`src/rtl/spi_sched_pkg.sv`:
```
// Shared types for the SPI transaction scheduler: FSM states, SPI field widths
// and word-length codes.
package spi_sched_pkg;

  localparam int MODE_W  = 2;
  localparam int SPEED_W = 2;
  localparam int LEN_W   = 2;
  localparam int DATA_W  = 32;

  typedef enum logic [2:0] {
    S_IDLE,
    S_SETUP,
    S_START,
    S_RUN,
    S_DONE,
    S_ERR
  } state_e;

  localparam logic [LEN_W-1:0] LEN_32 = 2'd0;
  localparam logic [LEN_W-1:0] LEN_16 = 2'd1;
  localparam logic [LEN_W-1:0] LEN_8  = 2'd2;
  localparam logic [LEN_W-1:0] LEN_4  = 2'd3;

  // Right-aligned mask of the bits a word-length code actually shifts.
  function automatic logic [DATA_W-1:0] len_mask(input logic [LEN_W-1:0] len);
    case (len)
      LEN_32:  len_mask = 32'hFFFF_FFFF;
      LEN_16:  len_mask = 32'h0000_FFFF;
      LEN_8:   len_mask = 32'h0000_00FF;
      default: len_mask = 32'h0000_000F;
    endcase
  endfunction

endpackage

```
`src/rtl/spi_txn_scheduler_if.sv`:
```
// Link between the scheduler and the SPI master: config, MOSI word, start/busy
// handshake and the returned MISO word.
interface spi_txn_scheduler_if;

  logic                               start;
  logic [spi_sched_pkg::MODE_W-1:0]   mode;
  logic [spi_sched_pkg::SPEED_W-1:0]  speed;
  logic [spi_sched_pkg::LEN_W-1:0]    len;
  logic [spi_sched_pkg::DATA_W-1:0]   mosi;
  logic                               busy;
  logic [spi_sched_pkg::DATA_W-1:0]   miso;

  modport master (output start, mode, speed, len, mosi, input busy, miso);
  modport slave  (input start, mode, speed, len, mosi, output busy, miso);

endinterface

```
`src/rtl/spi_txn_scheduler_rr_arbiter.sv`:
```
// Combinational round-robin pick: first set request at or after ptr_i,
// searching cyclically, returned as one-hot grant plus index.
module rr_arbiter #(
  parameter int N_REQ = 4,
  parameter int IDX_W = $clog2(N_REQ)
) (
  input  logic [N_REQ-1:0] req_i,
  input  logic [IDX_W-1:0] ptr_i,
  output logic [N_REQ-1:0] gnt_o,
  output logic [IDX_W-1:0] idx_o,
  output logic             valid_o
);

  logic [IDX_W-1:0] cand;

  // NOTE: every output of a combinational block gets a default before any
  // branch; a path that leaves one unassigned would infer a latch.
  always_comb begin
    gnt_o   = '0;
    idx_o   = '0;
    valid_o = 1'b0;
    cand    = '0;
    for (int i = 0; i < N_REQ; i++) begin
      cand = IDX_W'((int'(ptr_i) + i) % N_REQ);
      if (!valid_o && req_i[cand]) begin
        valid_o     = 1'b1;
        idx_o       = cand;
        gnt_o[cand] = 1'b1;
      end
    end
  end

endmodule

```
`src/rtl/spi_txn_scheduler.sv`:
```
// Shares one SPI master among N_REQ requesters: round-robin grant, latched
// payload, start/busy sequencing with watchdogs, per-requester done/err pulse.
module spi_txn_scheduler
  import spi_sched_pkg::*;
#(
  parameter int N_REQ     = 4,
  parameter int SETUP_CYC = 2,
  parameter int START_TO  = 1024,
  parameter int BUSY_TO   = 8192
) (
  input  logic                     GCLK,
  input  logic                     RST,
  input  logic [N_REQ-1:0]         req_i,
  input  logic [MODE_W*N_REQ-1:0]  req_mode_i,
  input  logic [SPEED_W*N_REQ-1:0] req_speed_i,
  input  logic [LEN_W*N_REQ-1:0]   req_len_i,
  input  logic [DATA_W*N_REQ-1:0]  req_data_i,
  output logic [N_REQ-1:0]         gnt_o,
  output logic [N_REQ-1:0]         done_o,
  output logic [N_REQ-1:0]         err_o,
  output logic [DATA_W-1:0]        rdata_o,
  output logic                     sched_busy_o,
  spi_txn_scheduler_if.master      spi
);

  localparam int IDX_W  = $clog2(N_REQ);
  localparam int MAX_TO = (START_TO > BUSY_TO) ? START_TO : BUSY_TO;
  localparam int CNT_W  = $clog2(((MAX_TO > SETUP_CYC) ? MAX_TO : SETUP_CYC) + 1);

  state_e               state_q, state_d;
  logic [CNT_W-1:0]     cnt_q, cnt_d;
  logic [IDX_W-1:0]     g_q, g_d;
  logic [IDX_W-1:0]     rr_q, rr_d;
  logic [N_REQ-1:0]     gnt_q, gnt_d;
  logic [N_REQ-1:0]     done_q, done_d;
  logic [N_REQ-1:0]     err_q, err_d;
  logic [DATA_W-1:0]    rdata_q, rdata_d;
  logic                 start_q, start_d;
  logic [MODE_W-1:0]    mode_q, mode_d;
  logic [SPEED_W-1:0]   speed_q, speed_d;
  logic [LEN_W-1:0]     len_q, len_d;
  logic [DATA_W-1:0]    mosi_q, mosi_d;

  logic [N_REQ-1:0]     arb_gnt;
  logic [IDX_W-1:0]     arb_idx;
  logic                 arb_valid;
  logic [IDX_W-1:0]     rr_next;

  rr_arbiter #(.N_REQ(N_REQ), .IDX_W(IDX_W)) u_arb (
    .req_i   (req_i),
    .ptr_i   (rr_q),
    .gnt_o   (arb_gnt),
    .idx_o   (arb_idx),
    .valid_o (arb_valid)
  );

  assign rr_next = (g_q == IDX_W'(N_REQ - 1)) ? '0 : g_q + IDX_W'(1);

  always_comb begin
    state_d = state_q;
    cnt_d   = cnt_q + CNT_W'(1);
    g_d     = g_q;
    rr_d    = rr_q;
    gnt_d   = gnt_q;
    done_d  = '0;
    err_d   = '0;
    rdata_d = rdata_q;
    start_d = start_q;
    mode_d  = mode_q;
    speed_d = speed_q;
    len_d   = len_q;
    mosi_d  = mosi_q;
    case (state_q)
      S_IDLE: begin
        if (arb_valid) begin
          gnt_d   = arb_gnt;
          g_d     = arb_idx;
          mode_d  = MODE_W'(req_mode_i >> (MODE_W * arb_idx));
          speed_d = SPEED_W'(req_speed_i >> (SPEED_W * arb_idx));
          len_d   = LEN_W'(req_len_i >> (LEN_W * arb_idx));
          mosi_d  = DATA_W'(req_data_i >> (DATA_W * arb_idx));
          cnt_d   = '0;
          state_d = S_SETUP;
        end
      end
      S_SETUP: begin
        if (cnt_q == CNT_W'(SETUP_CYC - 1)) begin
          // Foreign activity on the master: hold start low until busy falls.
          start_d = !spi.busy;
          cnt_d   = '0;
          state_d = S_START;
        end
      end
      S_START: begin
        if (start_q && spi.busy) begin
          start_d = 1'b0;
          cnt_d   = '0;
          state_d = S_RUN;
        end else if (cnt_q == CNT_W'(START_TO - 1)) begin
          start_d = 1'b0;
          cnt_d   = '0;
          state_d = S_ERR;
        end else if (!spi.busy) begin
          start_d = 1'b1;
        end
      end
      S_RUN: begin
        if (!spi.busy) begin
          cnt_d   = '0;
          state_d = S_DONE;
        end else if (BUSY_TO != 0 && cnt_q == CNT_W'(BUSY_TO - 1)) begin
          cnt_d   = '0;
          state_d = S_ERR;
        end
      end
      S_DONE: begin
        rdata_d = spi.miso;
        done_d  = gnt_q;
        gnt_d   = '0;
        rr_d    = rr_next;
        cnt_d   = '0;
        state_d = S_IDLE;
      end
      S_ERR: begin
        err_d   = gnt_q;
        gnt_d   = '0;
        start_d = 1'b0;
        rr_d    = rr_next;
        cnt_d   = '0;
        state_d = S_IDLE;
      end
      default: state_d = S_IDLE;
    endcase
  end

  // NOTE: state is updated only with non-blocking assignments so every flop
  // samples the pre-edge value of every other flop, independent of order.
  always_ff @(posedge GCLK) begin
    if (RST) begin
      state_q <= S_IDLE;
      cnt_q   <= '0;
      g_q     <= '0;
      rr_q    <= '0;
      gnt_q   <= '0;
      done_q  <= '0;
      err_q   <= '0;
      rdata_q <= '0;
      start_q <= 1'b0;
      mode_q  <= '0;
      speed_q <= '0;
      len_q   <= '0;
      mosi_q  <= '0;
    end else begin
      state_q <= state_d;
      cnt_q   <= cnt_d;
      g_q     <= g_d;
      rr_q    <= rr_d;
      gnt_q   <= gnt_d;
      done_q  <= done_d;
      err_q   <= err_d;
      rdata_q <= rdata_d;
      start_q <= start_d;
      mode_q  <= mode_d;
      speed_q <= speed_d;
      len_q   <= len_d;
      mosi_q  <= mosi_d;
    end
  end

  assign gnt_o        = gnt_q;
  assign done_o       = done_q;
  assign err_o        = err_q;
  assign rdata_o      = rdata_q;
  assign sched_busy_o = (state_q != S_IDLE);
  assign spi.start    = start_q;
  assign spi.mode     = mode_q;
  assign spi.speed    = speed_q;
  assign spi.len      = len_q;
  assign spi.mosi     = mosi_q;

endmodule

```
`src/flat_wrapper.sv`:
```
// flat-port wrapper written by rule: the top's interface ports become plain ports
module spi_txn_scheduler_flat import spi_sched_pkg::*;
#(
  parameter int N_REQ     = 4,
  parameter int SETUP_CYC = 2,
  parameter int START_TO  = 1024,
  parameter int BUSY_TO   = 8192
)
  (GCLK, RST, req_i, req_mode_i, req_speed_i, req_len_i, req_data_i, gnt_o, done_o, err_o, rdata_o, sched_busy_o, spi_start, spi_mode, spi_speed, spi_len, spi_mosi, spi_busy, spi_miso);
  spi_txn_scheduler_if spi_i ();
  input  logic GCLK;
  input  logic RST;
  input  logic [N_REQ-1:0] req_i;
  input  logic [MODE_W*N_REQ-1:0] req_mode_i;
  input  logic [SPEED_W*N_REQ-1:0] req_speed_i;
  input  logic [LEN_W*N_REQ-1:0] req_len_i;
  input  logic [DATA_W*N_REQ-1:0] req_data_i;
  output logic [N_REQ-1:0] gnt_o;
  output logic [N_REQ-1:0] done_o;
  output logic [N_REQ-1:0] err_o;
  output logic [DATA_W-1:0] rdata_o;
  output logic sched_busy_o;
  output wire logic [$bits(spi_i.start)-1:0] spi_start;
  output wire logic [$bits(spi_i.mode)-1:0] spi_mode;
  output wire logic [$bits(spi_i.speed)-1:0] spi_speed;
  output wire logic [$bits(spi_i.len)-1:0] spi_len;
  output wire logic [$bits(spi_i.mosi)-1:0] spi_mosi;
  input wire logic [$bits(spi_i.busy)-1:0] spi_busy;
  input wire logic [$bits(spi_i.miso)-1:0] spi_miso;
  assign spi_start = spi_i.start;
  assign spi_mode = spi_i.mode;
  assign spi_speed = spi_i.speed;
  assign spi_len = spi_i.len;
  assign spi_mosi = spi_i.mosi;
  assign spi_i.busy = spi_busy;
  assign spi_i.miso = spi_miso;
  spi_txn_scheduler #(.N_REQ(N_REQ), .SETUP_CYC(SETUP_CYC), .START_TO(START_TO), .BUSY_TO(BUSY_TO)) u_core (.GCLK(GCLK), .RST(RST), .req_i(req_i), .req_mode_i(req_mode_i), .req_speed_i(req_speed_i), .req_len_i(req_len_i), .req_data_i(req_data_i), .gnt_o(gnt_o), .done_o(done_o), .err_o(err_o), .rdata_o(rdata_o), .sched_busy_o(sched_busy_o), .spi(spi_i));
endmodule
```
`config.mk`:
```
export PLATFORM = sky130hd
export DESIGN_NAME = spi_txn_scheduler_flat
export DESIGN_NICKNAME = d
export VERILOG_FILES = /design/src/rtl/spi_sched_pkg.sv /design/src/rtl/spi_txn_scheduler_if.sv /design/src/rtl/spi_txn_scheduler_rr_arbiter.sv /design/src/rtl/spi_txn_scheduler.sv /design/src/flat_wrapper.sv
export SDC_FILE = /design/constraint.sdc
export NUM_CORES = 1
export LEC_CHECK = 0
export CAP_MARGIN = 5
export CORE_MARGIN = 2
export CORE_UTILIZATION = 43
export CTS_BUF_LIST = sky130_fd_sc_hd__clkbuf_2 sky130_fd_sc_hd__clkbuf_4 sky130_fd_sc_hd__clkbuf_8
export CTS_CLUSTER_SIZE = 16
export DETAILED_ROUTE_END_ITERATION = 10
export GPL_TIMING_DRIVEN = 0
export PLACE_DENSITY = 0.83
export SLEW_MARGIN = 10
export SYNTH_ARGS = -nofsm -noshare
export SYNTH_HDL_FRONTEND = slang
export SYNTH_SLANG_ARGS = --single-unit
```
`constraint.sdc`:
```
create_clock -name GCLK -period 4.1 [get_ports GCLK]
set_input_delay 1.025 -clock GCLK [delete_from_list [all_inputs] [get_ports GCLK]]
set_output_delay 1.025 -clock GCLK [all_outputs]
set_load 0.005 [all_outputs]
```
Word level (Yosys, flattened, before mapping)
Index checks and enable logic that the tools add are counted.

Add/subtract/negate cells: 5. Multiplexer cells: 50. Shifts and indexed selects: 4. Bitwise operators: 5. Reduce and logical (&&, ||, !) cells: 23. Magnitude comparators: 8. Equal/unequal tests: 14.

Operator list (number): 128-bit by 7-bit right shift with 32-bit output (1); 14-bit 2-to-1 mux (6); 14-bit one-hot mux with 5 select lines (1); 8-bit by 3-bit right shift with 2-bit output (3); 4-bit 2-to-1 mux (5); 3-bit 2-to-1 mux (6); 1-bit 2-to-1 mux (16); 14-bit by 1-bit adder with 14-bit output, second input constant (1); 14-bit by 1-bit == test with 1-bit output, second input constant (1); 14-bit by 10-bit == test with 1-bit output, second input constant (1); 14-bit by 13-bit == test with 1-bit output, second input constant (1); 2-bit by 3-bit less-than comparator with 1-bit output, second input constant (4); 4-bit OR (3); 3-bit one-hot mux with 4 select lines (1); 2-bit 2-to-1 mux (5); 1-bit binary-select mux with 2-bit select (4); 1-bit demux with 2-bit select (4); 2-bit by 1-bit greater-or-equal comparator with 1-bit output, second input constant (4); 1-bit logical AND (8); 4-bit one-hot mux with 2 select lines (1); 3-bit by 2-bit == test with 1-bit output, second input constant (2); 3-bit == test, second input constant (2); 3-bit nonzero test (2); 2-bit OR reduction (3); other kinds (16) (24).

Output and inout port bits: 84. Logic and storage cells: 122. Register bits after elaboration: 104. Input bits: 191.

Depth between registers and ports, before layout
Depth in word-level cells: 14. Mapped depth: 13. Depth with buffers taken out: 8.

Hierarchy
From an unflattened synthesis, not the netlist that was laid out.

Cell total of the unflattened synthesis: 561. Area total of the unflattened synthesis: 5156.2 um^2.

By module, submodules not included: spi_txn_scheduler (area each 4737.0 um^2, cells each 516, instances 1, seq. area each 2082.0 um^2); rr_arbiter (area each 419.2 um^2, cells each 45, instances 1, seq. area each 0.0 um^2).

Worst setup path before layout
No wires, ideal clock.

Kind: input to register. Start: in req_i[2]. End: reg u_core.mosi_q[15] (netlist: u_core.spi.mosi[15]). Buffers on the path: 5. Data arrival time: 2.859 ns. Stages on the path: 11. Setup slack: 1.106 ns. Library setup time: 0.135 ns. Required time: 3.965 ns. Cells stage by stage: buf_2 > mux4_2 > buf_6 > nand2b_4 > a21oi_4 > nand2b_1 > buf_4 > buf_12 > buf_12 > mux2i_1 > o221ai_1.

Word-level cells in the longest chain between the ends: 13. Elaborated cells between the ends (all ways): 24. Those cells by class: shift: 1; mux: 16; reduce/logical: 7.

Ends and longest elaborated chain: start: declaration (line flat_wrapper.sv:13) `input logic [N_REQ-1:0] req_i;`; 1-bit binary-select mux with 2-bit select (line spi_txn_scheduler_rr_arbiter.sv:25) `if (!valid_o && req_i[cand]) begin`; 1-bit 2-to-1 mux (not written as such) (line spi_txn_scheduler_rr_arbiter.sv:25); 1-bit 2-to-1 mux (line spi_txn_scheduler_rr_arbiter.sv:25); 1-bit logical NOT (line spi_txn_scheduler_rr_arbiter.sv:25); 1-bit logical AND (line spi_txn_scheduler_rr_arbiter.sv:25); 1-bit 2-to-1 mux (line spi_txn_scheduler_rr_arbiter.sv:25); 1-bit logical NOT (line spi_txn_scheduler_rr_arbiter.sv:25); 1-bit logical AND (line spi_txn_scheduler_rr_arbiter.sv:25); 1-bit 2-to-1 mux (line spi_txn_scheduler_rr_arbiter.sv:25); 1-bit logical NOT (line spi_txn_scheduler_rr_arbiter.sv:25); 1-bit logical AND (line spi_txn_scheduler_rr_arbiter.sv:25); 2-bit 2-to-1 mux or 1-bit 2-to-1 mux (tied branches) (line spi_txn_scheduler_rr_arbiter.sv:25); 128-bit by 7-bit right shift with 32-bit output or 2-bit AND reduction (tied branches); end signal: assignment (line spi_txn_scheduler.sv:166) `mosi_q <= mosi_d;`; end: declaration (line spi_txn_scheduler.sv:42) `logic [DATA_W-1:0] mosi_q, mosi_d;`.

Several ways; a longest one is shown, not always the timed one. The select of a mux whose other input is x is not followed. A chain may end at the register's enable or synchronous reset.

Final worst setup path
Start: in req_i[3]. End: reg u_core.mosi_q[7] (netlist: u_core.spi.mosi[7]).

Same word-level chain as after synthesis.

==> results_dict.tcl <==
set metrics [dict create \
    cp-end-kind "flop" \
    synth_largest_area_cell "dfxtp_1" \
    clkPwrFrac_pct 15.7 \
    grt_antenna_before_repair 0 \
    row_count 43 \
    die_x_um 122 \
    post_route_cells_drive_above_1_share_pct 5.04 \
    cp_data_arrival_time_ps 3780 \
    placed_cell_area_sq_um 8940 \
    antenna_violating_nets_post_route 0 \
    post-route-period-util_pct 84.6 \
    worst_hold_path_type "flop to flop" \
    power.switching_fraction_pct 38.2 \
    critical_path_buf_inv_count 4 \
    postRouteWirelength_mm 20.0 \
    post-route-drc-count 0 \
    share_seq_of_total_power_pct 33.9 \
    filler_cell_count 1219 \
    clock-root-buffer "clkbuf_8" \
    net_count_reported_at_finish 1208 \
    via_count_of_the_first_global_routing_pass 6010 \
    synth.ff_latch_count 104 \
    timing_max_transition_violations_final 0 \
    hold_viol 0 \
    drt-wirelength-per-cell_um 16.8 \
    synthDominantCellAreaShare_pct 34.8 \
    worst_setup_path_startpoint "req_i[3]" \
    cts.sink_count 104 \
    post_synth_num_cell_types 53 \
    tns_ps 0 \
    share_of_flip_flops_with_an_asynchronous_set_or_reset_pct 0 \
    synth-edff-count 0 \
    ctsHtreeMaxLevel 3 \
    fmax_ghz 0.288 \
    detail_route.vias_per_cell 5.48 \
    crit_chain "clkdlybuf4s50_1, clkbuf_1, nor4_1, nor2_1, nor2_1, clkbuf_1, clkbuf_1, nand2_1, o221ai_1" \
    synth.top_cells.by_count "nand2_1, dfxtp_1, mux2i_1" \
    p_comb_share_pct 50.4 \
    die_height_um 122 \
    post_cts.resized_instances 0 \
    netlist_instances 722 \
    cap_violations 0 \
    worstSetupStartpointType "primary input" \
    area.growth.synth_to_final_pct 52.8 \
    grt_start_max_net_pins 21 \
    netSwitchingPower_mw 1.60 \
    clock-skew-final_ps 14.0 \
    synth_warnings 0 \
    netlist_area_sq_um 5980 \
    first_pass_grt_wire_length_mm 30.4 \
    critical-path-max-stage-delay_ps 530 \
    yosysMostFrequentCell "nand2_1" \
    cts_buffers 9 \
    p_leak_nw 3.18 \
    drt-initial-drc-count 413 \
    hpwlAfterDp_mm 15.6 \
    tritoncts "done" \
    timing.critical_path.fanout_max 10 \
    finalInstanceArea_sq_um 9130 \
    min_from "u_core.rdata_o[5]" \
    regToRegSetupSlack_ps 790 \
    cp_top_family "buffers and inverters" \
    cell_with_the_largest_stage_delay_on_the_worst_path "nor4_1" \
    ir_drop_worst_case_vdd_mv 0.238 \
    p_int_mw 2.58 \
    worst_ep_required_time_ps 4410 \
    fin_crit_ps 3470 \
    maxSlewHeadroom_pct 46.4 \
    design.portCount 275 \
    yosys_most_used_dff "dfxtp_1" \
    netlist_top_cells_area "dfxtp_1, mux2i_1, nand2_1, o221ai_1, o22a_1" \
    setup-violations-final 0 \
    largest_buffer_count_on_any_clock_path 2 \
    worst_r2r_startpoint "u_core.rr_q[0]" \
    post_cts_buffers 0 \
    power_density_nw_per_um2 458 \
    post_cts_hold_buffer_count 0 \
    overflow 0 \
    dr_total_vias 6528 \
    crit_path_frequent_cell "clkbuf_1" \
    synth_seq_area_share_pct 34.8 \
    port_buffers 273 \
    worst_skew_pair.late_latency_ps 390 \
    timing_worst_setup_path_type "primary input to flop" \
    finalWeightedCongestion 0.919 \
    floorplan.initialDensity_pct 43.6 \
    placeableCoreArea_sq_um 13700 \
    setup_repair_after_global_routing_missed_its_margin "no" \
    clkSlewWorstSetupHoldPaths_ps 120 \
    tightestPinTransition_ps 805 \
    mappedNetlistNets 924 \
    design.die.area_sq_um 14900 \
    antenna_cells 0 \
    postSynthAreaPerCell_sq_um 8.28 \
    drt-pass1-iter-count 5 \
    grtUsageTotal_pct 26.0 \
    result_of_the_run "finished, final reports clean" \
]
## cell usage in the layout, fill, tap and decap left out, drive strengths merged, types with 13 or more instances in the layout
cell type      count
a21oi             50
buf               25
clkbuf            47
clkdlybuf4s50    273
dfxtp            104
mux2i             73
nand2            145
nor2              42
nor3              13
o21ai             40
o221ai            43
o22a              32
## tightest hold or removal path, cell delays in order (launching register included)
cell and delay, ps:
dfxtp_1 330, nand2_1 50, a21oi_1 50
## kinds of logic (layout without fill, tap and decap cells)
group | Yosys count | count (layout) | share of synthesized area (%)
and+or+nand+nor | 258 | 258 | 19.2
AOI/OAI and AO/OA | 190 | 190 | 22.4
DFF | 104 | 104 | 34.8
muxes | 78 | 78 | 13.9
buffers and inverters | 69 | 358 | 5.65
xor gates and xnor gates | 12 | 12 | 1.76
adders and majority gates | 11 | 11 | 2.30
## cell type report
cell class | count | area, sq um | share of cell area [%]
plain buffers | 63 | 315 | 3.45
clock buffers | 9 | 124 | 1.36
inverters | 6 | 22.5 | 0.247
flip-flops and latches | 104 | 2080 | 22.8
multi-input cells | 549 | 3560 | 39.0
repair buffers | 273 | 2730 | 29.9
clock inverters | 7 | 72.6 | 0.795
well taps | 180 | 225 | 2.47
## state kept, by name (all words and copies together) (netlist names)
register and flops:
u_core.cnt_q 14, u_core.g_q 2, u_core.rr_q 2, u_core.spi.mode 2
u_core.done_o 4, u_core.rdata_o 32, u_core.gnt_o 4, u_core.spi.start 1
u_core.spi.speed 2, u_core.spi.len 2, u_core.spi.mosi 32, u_core.state_q 3
u_core.err_o 4
## power by group through the flow
stage	Clock [mW]	Sequential, mW	Combinational (mW)
final	0.655	1.42	2.11
after global routing	0.707	1.44	2.28
after CTS	0.666	1.42	2.11
after detailed placement	0	1.44	2.10
after global placement	0	1.43	2.07
after floorplan	0	1.42	1.12
## per-stage QoR
stage | hold slack (ps) | total power [mW] | utilization (%) | instances | worst slack (ps)
after floorplan | 441 | 2.55 | - | 722 | 1110
after global routing | 484 | 4.43 | 66.6 | 1191 | 399
after CTS | 463 | 4.19 | 66.6 | 1191 | 698
after detailed placement | 445 | 3.54 | 65.1 | 1175 | 274
after global placement | 441 | 3.50 | 65.1 | 1175 | 304
final | 463 | 4.18 | 66.6 | 1191 | 633
## layer usage
metal  track usage [%]  share of wire (%)
met1              30.9                 40
met2              44.7                 49
met3              5.95                7.4
met4              11.3                3.6
met5                 0                  0
## path summary, 6_finish.rpt
| check | depth (start not counted) | endpoint |
|---|---|---|
| hold / removal | 2 | u_core.rdata_o[5] |
| setup reg to reg | 12 | u_core.spi.mosi[9] |
| setup / recovery | 9 | u_core.spi.mosi[7] |
| hold reg to reg | 2 | u_core.rdata_o[5] |
Power figures use the tool's default switching activity.
